File: src/rtl/act_writeback_if.sv
// act_writeback_if
//   Bundles the control, configuration, status and both memory ports of the
//   activation/writeback stage.
//   master : the writeback block (drives status and memory requests)
//   slave  : the surrounding system (drives control/config and read data)
//   Signals:
//     start, num_rows, src_base, dst_base, shift, relu_en  run request/config
//     busy, done                                            run status
//     out_rd_en, out_rd_addr, out_rd_data                   output-memory read port
//     in_wr_en, in_wr_addr, in_wr_data                      input-memory write port
interface act_writeback_if #(
  parameter int WIDTH_HEIGHT = 16
);
  logic                        start;
  logic [7:0]                  num_rows;
  logic [7:0]                  src_base;
  logic [7:0]                  dst_base;
  logic [3:0]                  shift;
  logic                        relu_en;
  logic                        busy;
  logic                        done;
  logic [WIDTH_HEIGHT-1:0]     out_rd_en;
  logic [WIDTH_HEIGHT*8-1:0]   out_rd_addr;
  logic [WIDTH_HEIGHT*16-1:0]  out_rd_data;
  logic [WIDTH_HEIGHT-1:0]     in_wr_en;
  logic [WIDTH_HEIGHT*8-1:0]   in_wr_addr;
  logic [WIDTH_HEIGHT*8-1:0]   in_wr_data;

  modport master (
    input  start, num_rows, src_base, dst_base, shift, relu_en, out_rd_data,
    output busy, done, out_rd_en, out_rd_addr, in_wr_en, in_wr_addr, in_wr_data
  );

  modport slave (
    output start, num_rows, src_base, dst_base, shift, relu_en, out_rd_data,
    input  busy, done, out_rd_en, out_rd_addr, in_wr_en, in_wr_addr, in_wr_data
  );
endinterface

File: src/rtl/act_writeback.sv
// act_writeback
//   Streams a run of rows from the output memory, applies optional ReLU, an
//   arithmetic right shift and signed 8-bit saturation per lane, and writes
//   the bytes into the input memory. One row per cycle, no bubbles.
//   Ports:
//     clk    rising-edge clock
//     reset  asynchronous active-low reset
//     bus    act_writeback_if.master (control/config, status, both memory ports)
//   Pipeline: read address issued at edge k, read data captured at edge k+1,
//   requantized write registered at edge k+2.
module act_writeback #(
  parameter int WIDTH_HEIGHT = 16
) (
  input  logic             clk,
  input  logic             reset,
  act_writeback_if.master  bus
);

  localparam int W = WIDTH_HEIGHT;

  localparam logic [1:0] S_IDLE  = 2'd0;
  localparam logic [1:0] S_READ  = 2'd1;
  localparam logic [1:0] S_DRAIN = 2'd2;
  localparam logic [1:0] S_DONE  = 2'd3;

  logic [1:0]       state;
  logic [7:0]       remaining;   // rows still to issue after the current one
  logic [7:0]       rd_addr;
  logic             rd_en;
  logic [3:0]       shift_q;
  logic             relu_q;
  logic             busy_q;
  logic             done_q;

  logic             cap_valid;
  logic [W*16-1:0]  cap_data;
  logic [7:0]       wr_ptr;      // address for the next write
  logic             wr_en;
  logic [7:0]       wr_addr;
  logic [W*8-1:0]   wr_data;
  logic [W*8-1:0]   quant;

  logic             accept;
  assign accept = (state == S_IDLE) && bus.start;

  // ReLU, arithmetic shift (rounds toward -inf), then clamp to int8.
  function automatic logic [7:0] requant(input logic signed [15:0] x,
                                         input logic [3:0]         sh,
                                         input logic               relu);
    logic signed [15:0] y;
    logic signed [15:0] z;
    y = (relu && x[15]) ? 16'sd0 : x;
    z = y >>> sh;
    if (z > 16'sd127)       return 8'h7F;
    else if (z < -16'sd128) return 8'h80;
    else                    return z[7:0];
  endfunction

  // NOTE: combinational blocks assign a default first so no path leaves the
  // output unassigned, which would otherwise infer a latch.
  always_comb begin
    quant = '0;
    for (int i = 0; i < W; i++) begin
      quant[8*i +: 8] = requant(cap_data[16*i +: 16], shift_q, relu_q);
    end
  end

  // Control FSM. done is raised on the edge that leaves DONE, so it is seen
  // in the first IDLE cycle and a new start can be taken on the next edge.
  // NOTE: sequential state uses non-blocking assignments so every register
  // samples pre-edge values regardless of statement order.
  always_ff @(posedge clk or negedge reset) begin
    if (!reset) begin
      state     <= S_IDLE;
      remaining <= '0;
      rd_addr   <= '0;
      rd_en     <= 1'b0;
      shift_q   <= '0;
      relu_q    <= 1'b0;
      busy_q    <= 1'b0;
      done_q    <= 1'b0;
    end else begin
      done_q <= 1'b0;
      case (state)
        S_IDLE: begin
          if (bus.start) begin
            busy_q  <= 1'b1;
            shift_q <= bus.shift;
            relu_q  <= bus.relu_en;
            if (bus.num_rows != 8'd0) begin
              rd_en     <= 1'b1;
              rd_addr   <= bus.src_base;
              remaining <= bus.num_rows - 8'd1;
              state     <= S_READ;
            end else begin
              state <= S_DONE;
            end
          end
        end
        S_READ: begin
          if (remaining == 8'd0) begin
            rd_en <= 1'b0;
            state <= S_DRAIN;
          end else begin
            rd_addr   <= rd_addr + 8'd1;
            remaining <= remaining - 8'd1;
          end
        end
        // The last row sits in the capture stage during this cycle and is
        // written on the edge that leaves DRAIN.
        S_DRAIN: state <= S_DONE;
        S_DONE: begin
          busy_q <= 1'b0;
          done_q <= 1'b1;
          state  <= S_IDLE;
        end
        default: state <= S_IDLE;
      endcase
    end
  end

  // Datapath: capture read data, then register the requantized write.
  // NOTE: the data registers are reset as well, because every output must
  // read 0 during reset and in-flight rows must not survive it.
  always_ff @(posedge clk or negedge reset) begin
    if (!reset) begin
      cap_valid <= 1'b0;
      cap_data  <= '0;
      wr_ptr    <= '0;
      wr_en     <= 1'b0;
      wr_addr   <= '0;
      wr_data   <= '0;
    end else begin
      cap_valid <= rd_en;
      if (rd_en) cap_data <= bus.out_rd_data;
      wr_en <= cap_valid;
      if (cap_valid) begin
        wr_addr <= wr_ptr;
        wr_data <= quant;
      end
      if (accept)         wr_ptr <= bus.dst_base;
      else if (cap_valid) wr_ptr <= wr_ptr + 8'd1;
    end
  end

  assign bus.busy        = busy_q;
  assign bus.done        = done_q;
  assign bus.out_rd_en   = {W{rd_en}};
  assign bus.out_rd_addr = {W{rd_addr}};
  assign bus.in_wr_en    = {W{wr_en}};
  assign bus.in_wr_addr  = {W{wr_addr}};
  assign bus.in_wr_data  = wr_data;

endmodule

File: src/flat_wrapper.sv
// flat-port wrapper written by rule: the top's interface ports become plain ports
module act_writeback_flat 
#(
  parameter int WIDTH_HEIGHT = 16
)
  (clk, reset, bus_start, bus_num_rows, bus_src_base, bus_dst_base, bus_shift, bus_relu_en, bus_out_rd_data, bus_busy, bus_done, bus_out_rd_en, bus_out_rd_addr, bus_in_wr_en, bus_in_wr_addr, bus_in_wr_data);
  act_writeback_if #(.WIDTH_HEIGHT(WIDTH_HEIGHT)) bus_i ();
  input  logic clk;
  input  logic reset;
  input wire logic [$bits(bus_i.start)-1:0] bus_start;
  input wire logic [$bits(bus_i.num_rows)-1:0] bus_num_rows;
  input wire logic [$bits(bus_i.src_base)-1:0] bus_src_base;
  input wire logic [$bits(bus_i.dst_base)-1:0] bus_dst_base;
  input wire logic [$bits(bus_i.shift)-1:0] bus_shift;
  input wire logic [$bits(bus_i.relu_en)-1:0] bus_relu_en;
  input wire logic [$bits(bus_i.out_rd_data)-1:0] bus_out_rd_data;
  output wire logic [$bits(bus_i.busy)-1:0] bus_busy;
  output wire logic [$bits(bus_i.done)-1:0] bus_done;
  output wire logic [$bits(bus_i.out_rd_en)-1:0] bus_out_rd_en;
  output wire logic [$bits(bus_i.out_rd_addr)-1:0] bus_out_rd_addr;
  output wire logic [$bits(bus_i.in_wr_en)-1:0] bus_in_wr_en;
  output wire logic [$bits(bus_i.in_wr_addr)-1:0] bus_in_wr_addr;
  output wire logic [$bits(bus_i.in_wr_data)-1:0] bus_in_wr_data;
  assign bus_i.start = bus_start;
  assign bus_i.num_rows = bus_num_rows;
  assign bus_i.src_base = bus_src_base;
  assign bus_i.dst_base = bus_dst_base;
  assign bus_i.shift = bus_shift;
  assign bus_i.relu_en = bus_relu_en;
  assign bus_i.out_rd_data = bus_out_rd_data;
  assign bus_busy = bus_i.busy;
  assign bus_done = bus_i.done;
  assign bus_out_rd_en = bus_i.out_rd_en;
  assign bus_out_rd_addr = bus_i.out_rd_addr;
  assign bus_in_wr_en = bus_i.in_wr_en;
  assign bus_in_wr_addr = bus_i.in_wr_addr;
  assign bus_in_wr_data = bus_i.in_wr_data;
  act_writeback #(.WIDTH_HEIGHT(WIDTH_HEIGHT)) u_core (.clk(clk), .reset(reset), .bus(bus_i));
endmodule
File: config.mk
export PLATFORM = sky130hd
export DESIGN_NAME = act_writeback_flat
export DESIGN_NICKNAME = d
export VERILOG_FILES = /design/src/rtl/act_writeback_if.sv /design/src/rtl/act_writeback.sv /design/src/flat_wrapper.sv
export SDC_FILE = /design/constraint.sdc
export NUM_CORES = 1
export LEC_CHECK = 0
export ABC_AREA = 1
export CAP_MARGIN = 20
export CORE_MARGIN = 8
export CORE_UTILIZATION = 40
export DETAILED_ROUTE_END_ITERATION = 8
export PLACE_DENSITY = 0.64
export SLEW_MARGIN = 5
export SYNTH_ARGS = -nofsm -noshare
export SYNTH_HDL_FRONTEND = slang
export SYNTH_SLANG_ARGS = --single-unit
File: constraint.sdc
create_clock -name clk -period 2.6 [get_ports clk]
set_clock_uncertainty 0.05 [all_clocks]
set_input_delay 0.52 -clock clk [delete_from_list [all_inputs] [get_ports clk]]
set_output_delay 0.52 -clock clk [all_outputs]
set_load 0.02 [all_outputs]
; Yosys cells after proc, flatten, opt, wreduce, memory -nomap -nowiden
; Cells that the tools add are included.
[totals]
reg_bits = 428
input_bits = 288
output_inout_bits = 418
wordCells = 170
[op_classes]
addsub = 4
magnitude_cmp = 32
eq_ne = 7
shift = 16
n_mux = 69
n_reduce_logical = 28
[ops]
columns = op, count
row1 = 8-bit two-way mux, 40
row2 = "16-bit by 8-bit greater-than comparator with 1-bit output, second input constant", 16
row3 = "16-bit by 8-bit < comparator with 1-bit output, second input constant", 16
row4 = 16-bit two-way mux, 16
row5 = 16-bit by 4-bit >>> shifter with 16-bit output, 16
row6 = 8-bit one-hot mux with 2 select lines, 2
row7 = 1-bit logical AND, 17
row8 = "8-bit by 1-bit adder with 8-bit output, second input constant", 2
row9 = "8-bit by 1-bit subtractor with 8-bit output, second input constant", 2
row10 = 8-bit logical NOT, 1
row11 = 2-bit one-hot mux with 4 select lines, 1
row12 = 4-bit AND reduction, 2
row13 = 8-bit nonzero test, 1
row14 = 2-bit two-way mux, 3
row15 = "2-bit inequality test, second input constant", 3
row16 = 2-bit AND reduction, 3
row17 = 2-bit nonzero test, 3
row18 = 1-bit two-way mux, 5
row19 = "2-bit equality test, second input constant", 2
row20 = 1-bit one-hot mux with 2 select lines, 2
row21 = "2-bit by 1-bit equality test with 1-bit output, second input constant", 1
row22 = 2-bit logical NOT, 1
row23 = "2-bit by 1-bit inequality test with 1-bit output, second input constant", 1

; Logic depth before layout (Yosys ltp)
; Gate-level depths: netlist of run 1.
[depth]
ltp_word = 6
ltp_mapped = 17
ltp_nobuf = 15

; Least setup slack after synthesis of run 1
; OpenSTA, ideal clock, no wires.
[synth_path]
path_type = register to register
from = reg u_core.state[1]
to = reg u_core.remaining[6]
setup_time_ps = 132
arrival_time_ps = 1899
required_ps = 2418
setup_slack_ps = 519
path_stages_with_launch = 11
path_buffers = 1
period_less_slack_ps = 2081
path_cell_list = dfrtp_1 > inv_1 > ha_1 > buf_2 > clkinv_1 > or2_2 > o21ai_0 > inv_1 > nor3_1 > xor2_1 > o21ai_0
[synth_between]
elab_chain_cells = 3
word_cells_on_any_way = 8
cone_classes = eq/ne (4) / mux (1) / reduce/logical (3)
[synth_rtl]
columns = item, line
row1 = from (decl), act_writeback.sv:26  ; logic [1:0] state;
row2 = from (signal assigned), act_writeback.sv:74  ; state <= S_IDLE;
row3 = from (signal assigned), act_writeback.sv:94  ; state <= S_READ;
row4 = from (signal assigned), act_writeback.sv:96  ; state <= S_DONE;
row5 = 2-bit by 1-bit equality test with 1-bit output or 2-bit logical NOT (tied branches), act_writeback.sv:84  ; case (state)
row6 = 2-bit inequality test (no line) or 2-bit nonzero test (tied branches), --
row7 = 4-bit AND reduction (no line), --
row8 = to (signal assigned), act_writeback.sv:93  ; remaining <= bus.num_rows - 8'd1;
row9 = to (signal assigned), act_writeback.sv:106  ; remaining <= remaining - 8'd1;
row10 = to (decl), act_writeback.sv:27  ; logic [7:0] remaining;
; Parallel ways exist; a longest one is shown, timed or not.
; A chain may end at the register's enable or synchronous reset.

; Final worst setup path of run 1
[layout_path]
from = reg u_core.wr_addr[7]
to = out bus_in_wr_addr[71]
[layout_rtl]
columns = item, line
row1 = from (decl), act_writeback.sv:39  ; logic [7:0] wr_addr;
row2 = from (signal assigned), act_writeback.sv:138  ; wr_addr <= wr_ptr;
row3 = to (decl), flat_wrapper.sv:22  ; output wire logic [$bits(bus_i.in_wr_addr)-1:0] bus_in_wr_addr;
; No word-level cell between the ends.

==> impl_metrics.ini, run 1 <==
[power]
vdd_drop_max_mv = 0.6336
internal_power_w = 0.02983
p_clk_frac = 0.121
p_per_area_nw_per_um2 = 1608
p_comb_frac = 0.692
p_sw_w = 0.03411
seqPwrFrac = 0.187
cellLeakagePower_nw = 18.71
swShare = 0.5335

[sta]
slew_viol_final = 0
finalCritPeriodShare = 0.9651
rsz0062_at_grt = true
relSlewSlack = 0.5563
setup_violations = 0
fmax_mhz = 398.5
setup_tns_ns = 0
hold-worst-slack_ns = 0.2873
min_period_ns = 2.509
hold_violations = 0
worst_pin_slew_ns = 0.6586

[synth]
synth_area_um2 = 30870
async_flop_share = 1.000
syn_inst = 4794
syn_avg_cell_area_um2 = 6.440
yosys_warnings = 0
yosys_register_bits = 428
synth_cell_types = 48
ys.flop_type = dfrtp_1
yosysSeqAreaShare = 0.3469
syn_nets = 5089
synth_edf_count = 0

[setup_path]
cp-end-kind = output pin
path_max_fanout = 17
r2r_slack_ns = 0.10
arrival_ns = 1.94
path_buf_inv = 1
r2r_start = u_core.shift_q[0]
cpLargestDelayFamily = buffers and inverters
worstPathRequired_ns = 2.03
criticalPathCategory = reg2out
critical-path-max-stage-delay_ns = 0.71
r2r-end = u_core.bus.in_wr_data[6]
setup.worst_path.start = u_core.wr_addr[7]
rr_worst_depth = 11
path_cells = clkdlybuf4s50_1
start_kind = flop
worst_path_max_delay_cell = clkdlybuf4s50_1

[routing]
ant_nets = 0
first_iter_violations = 4119
routed_via_density = 5.408
drc = 0
routedWlPerCell_um = 21.29
vias = 33540
finalWirelength_um = 132000
dr.pass1.iters = 6

[grt]
grt.overflow.total = 0
grtUsageTotal = 0.2899
grt_max_degree = 130
antenna_found_initial = 8
grt_pass1_wl_um = 194500
grt_pass1_vias = 29850

[floorplan]
die_w_um = 293.8
fp.dieH_um = 293.8
die-area_um2 = 86330
io-pin-count = 706
start_util = 0.4012
coreArea_um2 = 76960
rows = 102

[place]
dp_hpwl_um = 103100
routabilityCongestion = 0.9521
portBuffers = 705

[flow_run]
maxCapViolCount = 0

[clocking]
cts-buffers-inserted = 50
clkSlewWorstSetupHoldPaths_ns = 0.07
cts_tree = done
htree_levels = 2
clk_latency_ns = 0.61
cts.sinks = 428
cts_root_buffer = clkbuf_16
clk_path_buf_depth = 3

[final_layout]
drive_above_1_share = 0.07176
layout_commonest_cell = nand2_1
finish.utilization = 0.5168
nNetsFinal = 5412
fill_cells = 7717
mostFrequentLayoutCells = 1696 x nand2_1, 857 x nand3_1, 704 x clkdlybuf4s50_1
area_growth_syn_to_layout_pct = 28.83

[min_path]
hp-class = in2async

[status]
status = completed
==> power groups by stage <==
stage | logic [W] | clock network, W | registers (W)
5_1_grt | 0.0481 | 0.00812 | 0.0122
3_5_place_dp | 0.0424 | 0 | 0.0120
6_report | 0.0443 | 0.00774 | 0.0119
2_1_floorplan | 0.0280 | 0 | 0.0119
3_3_place_gp | 0.0424 | 0 | 0.0119
4_1_cts | 0.0427 | 0.00786 | 0.0119
==> state kept, by name, indices dropped and copies added (netlist names) <==
name and cells:
u_core.bus.in_wr_data 128, u_core.wr_addr 8, u_core.cap_valid 1, u_core.shift_q 4, u_core.state 2, u_core.wr_en 1, u_core.bus.busy 1, u_core.rd_en 1
u_core.remaining 8, u_core.relu_q 1, u_core.cap_data 256, u_core.rd_addr 8, u_core.wr_ptr 8, u_core.bus.done 1
==> logic make-up (layout without fill, tap and decap cells) <==
kind of cell | after synthesis | count (layout) | share of synthesized area
flops | 428 | 428 | 0.3469
compound gates | 646 | 646 | 0.1157
other cells | 0 | 6 | 0
buf+inv | 761 | 1123 | 0.1322
simple gates | 2933 | 2933 | 0.3966
mux | 8 | 8 | 0.002594
fa+ha+maj | 7 | 7 | 0.002837
xor+xnor | 11 | 11 | 0.003121
==> cell usage after synthesis (all sizes together) (12+ instances only) <==
library cell | count | area (um2)
nand2 | 1722 | 6484
nand3 | 871 | 4359
buf | 447 | 2904
dfrtp | 428 | 10710
o21ai | 342 | 1712
nor2 | 313 | 1240
a21oi | 186 | 1013
inv | 170 | 638.1
clkbuf | 141 | 529.3
a31oi | 46 | 287.8
o211ai | 26 | 195.2
or2 | 12 | 75.08
==> worst reg2reg max path, delay by kind of cell (launching register included) <==
family                 cells  cell delay, ns
AOI/OAI and AO/OA          5            1.01
buffers and inverters      4            0.66
DFF                        1            0.53
and+or+nand+nor            2            0.14
==> per-layer routing <==
metal  share of wire  GRT usage  up-vias  routed length (um)
li1                -          -    16120                   -
met1            0.46     0.4414    15590               60710
met3            0.12    0.08439      115               15230
met4           0.017    0.05160        2                2246
met5        0.000091          0        -                  12
met2            0.41     0.4036     1712               53820
==> through the flow <==
step	instances	power (W)	instance area (um2)	setup WS [ns]
4_1_cts	6186	0.06237	39290	0.006203
2_1_floorplan	4794	0.03987	30870	0.5187
5_1_grt	6201	0.06847	39770	-0.03439
6_report	6202	0.06395	39770	0.09085
3_5_place_dp	6092	0.05435	37440	0.07747
3_3_place_gp	6092	0.05431	37440	0.08268
==> timing repair <==
item,CTS,global route
buffers inserted,2,7
pin swaps,0,13
gates resized for setup,8,88
hold buffers,1,0
setup endpoints to repair,144,147
hold endpoints to repair,89,0
gates cloned,0,3
==> layout make-up <==
class,count,area [um2],share of cell area
clock buffers,69,1444,0.03630
clock inverters,22,346.6,0.008714
well taps,1040,1301,0.03272
flip-flops and latches,428,10750,0.2702
repair buffers,859,8890,0.2235
multi-input cells,3605,16330,0.4107
inverters,173,695.7,0.01749
diodes,6,15.01,0.0003775
==> worst max path at each step <==
stage	endpoint	cells past startpoint	slack, ns
after global routing	u_core.bus.in_wr_data[12]	16	-0.03
after global placement	u_core.bus.in_wr_data[108]	12	0.08
after floorplan	u_core.remaining[6]	10	0.52
after detailed placement	u_core.bus.in_wr_data[117]	12	0.08
final	bus_in_wr_addr[71]	1	0.09
after CTS	bus_in_wr_addr[110]	1	0.006
(Power assumes the default switching activity.)
==> run 2, diff against run 1 <==
--- a/config.mk
+++ b/config.mk
@@ -7,6 +7,7 @@
 export LEC_CHECK = 0
 export ABC_AREA = 1
 export CAP_MARGIN = 20
+export CORE_ASPECT_RATIO = 1.2
 export CORE_MARGIN = 8
 export CORE_UTILIZATION = 40
 export DETAILED_ROUTE_END_ITERATION = 8
==> run 2 against run 1 <==
  * Clock power down 0.5%
  * Via count down 1.2%
  * Final cell count down 0.74%
  * Sequential share of layout area up 0.28 points
  * Global-route usage down 0.55 points
  * Die area about the same
  * Register-to-register slack better by 0.06 ns
  * Wire length down 2.8%
  * Total power down 3.4%
  * Non-clock buffer count down 25
  * Combinational power down 5.2%
==> impl_metrics.ini, run 2 (synthesized netlist as in run 1, its figures left out) <==
[clocking]
cts_tree = done
clk_path_buf_depth = 3
cts.sinks = 428
htree_levels = 2
clkSlewWorstSetupHoldPaths_ns = 0.06
clk_latency_ns = 0.63
cts_root_buffer = clkbuf_16
cts-buffers-inserted = 51

[final_layout]
mostFrequentLayoutCells = 1706 x nand2_1, 871 x nand3_1, 691 x clkdlybuf4s50_1
multi_input_area_um2 = 16180
drive_above_1_share = 0.06114
fill_cells = 7636
nNetsFinal = 5389
layout_commonest_cell = nand2_1
area_growth_syn_to_layout_pct = 27.51
regMostFlops = u_core.cap_data
regArea_um2 = 10750
largest_reg_flops = 256

[place]
dp_hpwl_um = 101200
routabilityCongestion = 0.9954
portBuffers = 705

[floorplan]
start_util = 0.4042
coreArea_um2 = 76390
die-area_um2 = 86370
fp.dieH_um = 320.3
die_w_um = 269.6
rows = 111
io-pin-count = 706

[sta]
fmax_mhz = 397.6
rsz0062_at_grt = true
hold_violations = 0
finalCritPeriodShare = 0.9674
min_period_ns = 2.515
hold-worst-slack_ns = 0.3728
setup_violations = 0
slew_viol_final = 0
worst_pin_slew_ns = 0.5949
relSlewSlack = 0.5984

[power]
cellLeakagePower_nw = 18.54
power.total_w = 0.06176
p_per_area_nw_per_um2 = 1569
vdd_drop_max_mv = 0.7555

[routing]
finalWirelength_um = 128300
routedWlPerCell_um = 20.85
ant_nets = 0
drc = 0
first_iter_violations = 3147
routed_via_density = 5.381
vias = 33130
dr.pass1.iters = 8

[setup_path]
cp-end-kind = output pin
arrival_ns = 1.95
rr_worst_depth = 11
start_kind = flop
criticalPathCategory = reg2out
worstPathRequired_ns = 2.03
path_max_fanout = 18

[grt]
grt_pass1_wl_um = 194100
grt_pass1_vias = 30760
grtUsageTotal = 0.2844
grt_max_degree = 124
grt.overflow.total = 0
antenna_found_initial = 8

[min_path]
hp-class = in2reg
hold_depth = 3

[status]
status = completed

[flow_run]
maxCapViolCount = 0
[run 2: changes by cell type in the layout (fill, tap and decap cells not counted), moves of 13 or more]
cell,change
buf_4,-19
nand3_1,+14
nand3_2,-14
clkdlybuf4s50_1,-13
dlygate4sd2_1,+13
[run 2: where the power goes]
group / switching, W / internal [W]
registers: 0.00284 / 0.00919
logic: 0.0267 / 0.0153
clock network: 0.00314 / 0.00456
[run 2: critical path, stage by stage (launching register included)]
cell and delay, ns:
dfrtp_1 0.40, buf_4 0.26, clkdlybuf4s50_1 0.66
[run 2: layer usage]
metal,vias to the layer above,routed length [um],part of all wire,global-route usage
li1,16090,-,-,-
met1,15380,58210,0.45,0.4100
met2,1506,55230,0.43,0.4293
met3,148,11380,0.089,0.06120
met4,4,3490,0.027,0.07337
met5,-,27,0.00021,0
[run 2: stage by stage]
step                      utilization  instance area [um2]  setup TNS [ns]  std cells  worst slack [ns]
after floorplan                     -                30870               0       4794            0.5187
after global placement         0.4893                37380               0       6053            0.1759
after detailed placement       0.4893                37380               0       6053            0.1514
after CTS                      0.5131                39200               0       6149          0.007910
after global routing           0.5153                39360        -0.01485       6154         -0.005632
final                          0.5154                39370               0       6156           0.08487
[run 2: final cells by class]
class,instances,area share
Timing Repair Buffer,834,0.2199
Clock buffer,65,0.03579
Timing Repair inverter,1,0.0001271
Inverter,173,0.01758
Multi-Input combinational cell,3605,0.4109
Sequential cell,428,0.2730
Antenna cell,3,0.0001907
Tap cell,1017,0.03232
Clock inverter,30,0.01020
[run 2: path summary, 6_finish.rpt]
check	from	end	slack [ns]
worst min-delay path	bus_out_rd_data[59]	u_core.cap_data[59]	0.37
max in group asynchronous	reset	u_core.bus.in_wr_data[104]	1.29
worst max-delay path	u_core.rd_addr[0]	bus_out_rd_addr[8]	0.08
worst min register to register	u_core.cap_data[180]	u_core.cap_data[180]	0.43
min in group asynchronous	reset	u_core.cap_data[246]	0.40
worst max register to register	u_core.shift_q[1]	u_core.bus.in_wr_data[5]	0.16
[run 2: what timing repair did]
action / CTS / global route
resized for setup: 24 / 32
endpoints found under the setup margin: 181 / 92
hold endpoints to repair: 42 / 0
pin swaps: 0 / 0
hold buffers: 1 / 0
buffers inserted: 0 / 3
gates cloned: 0 / 1
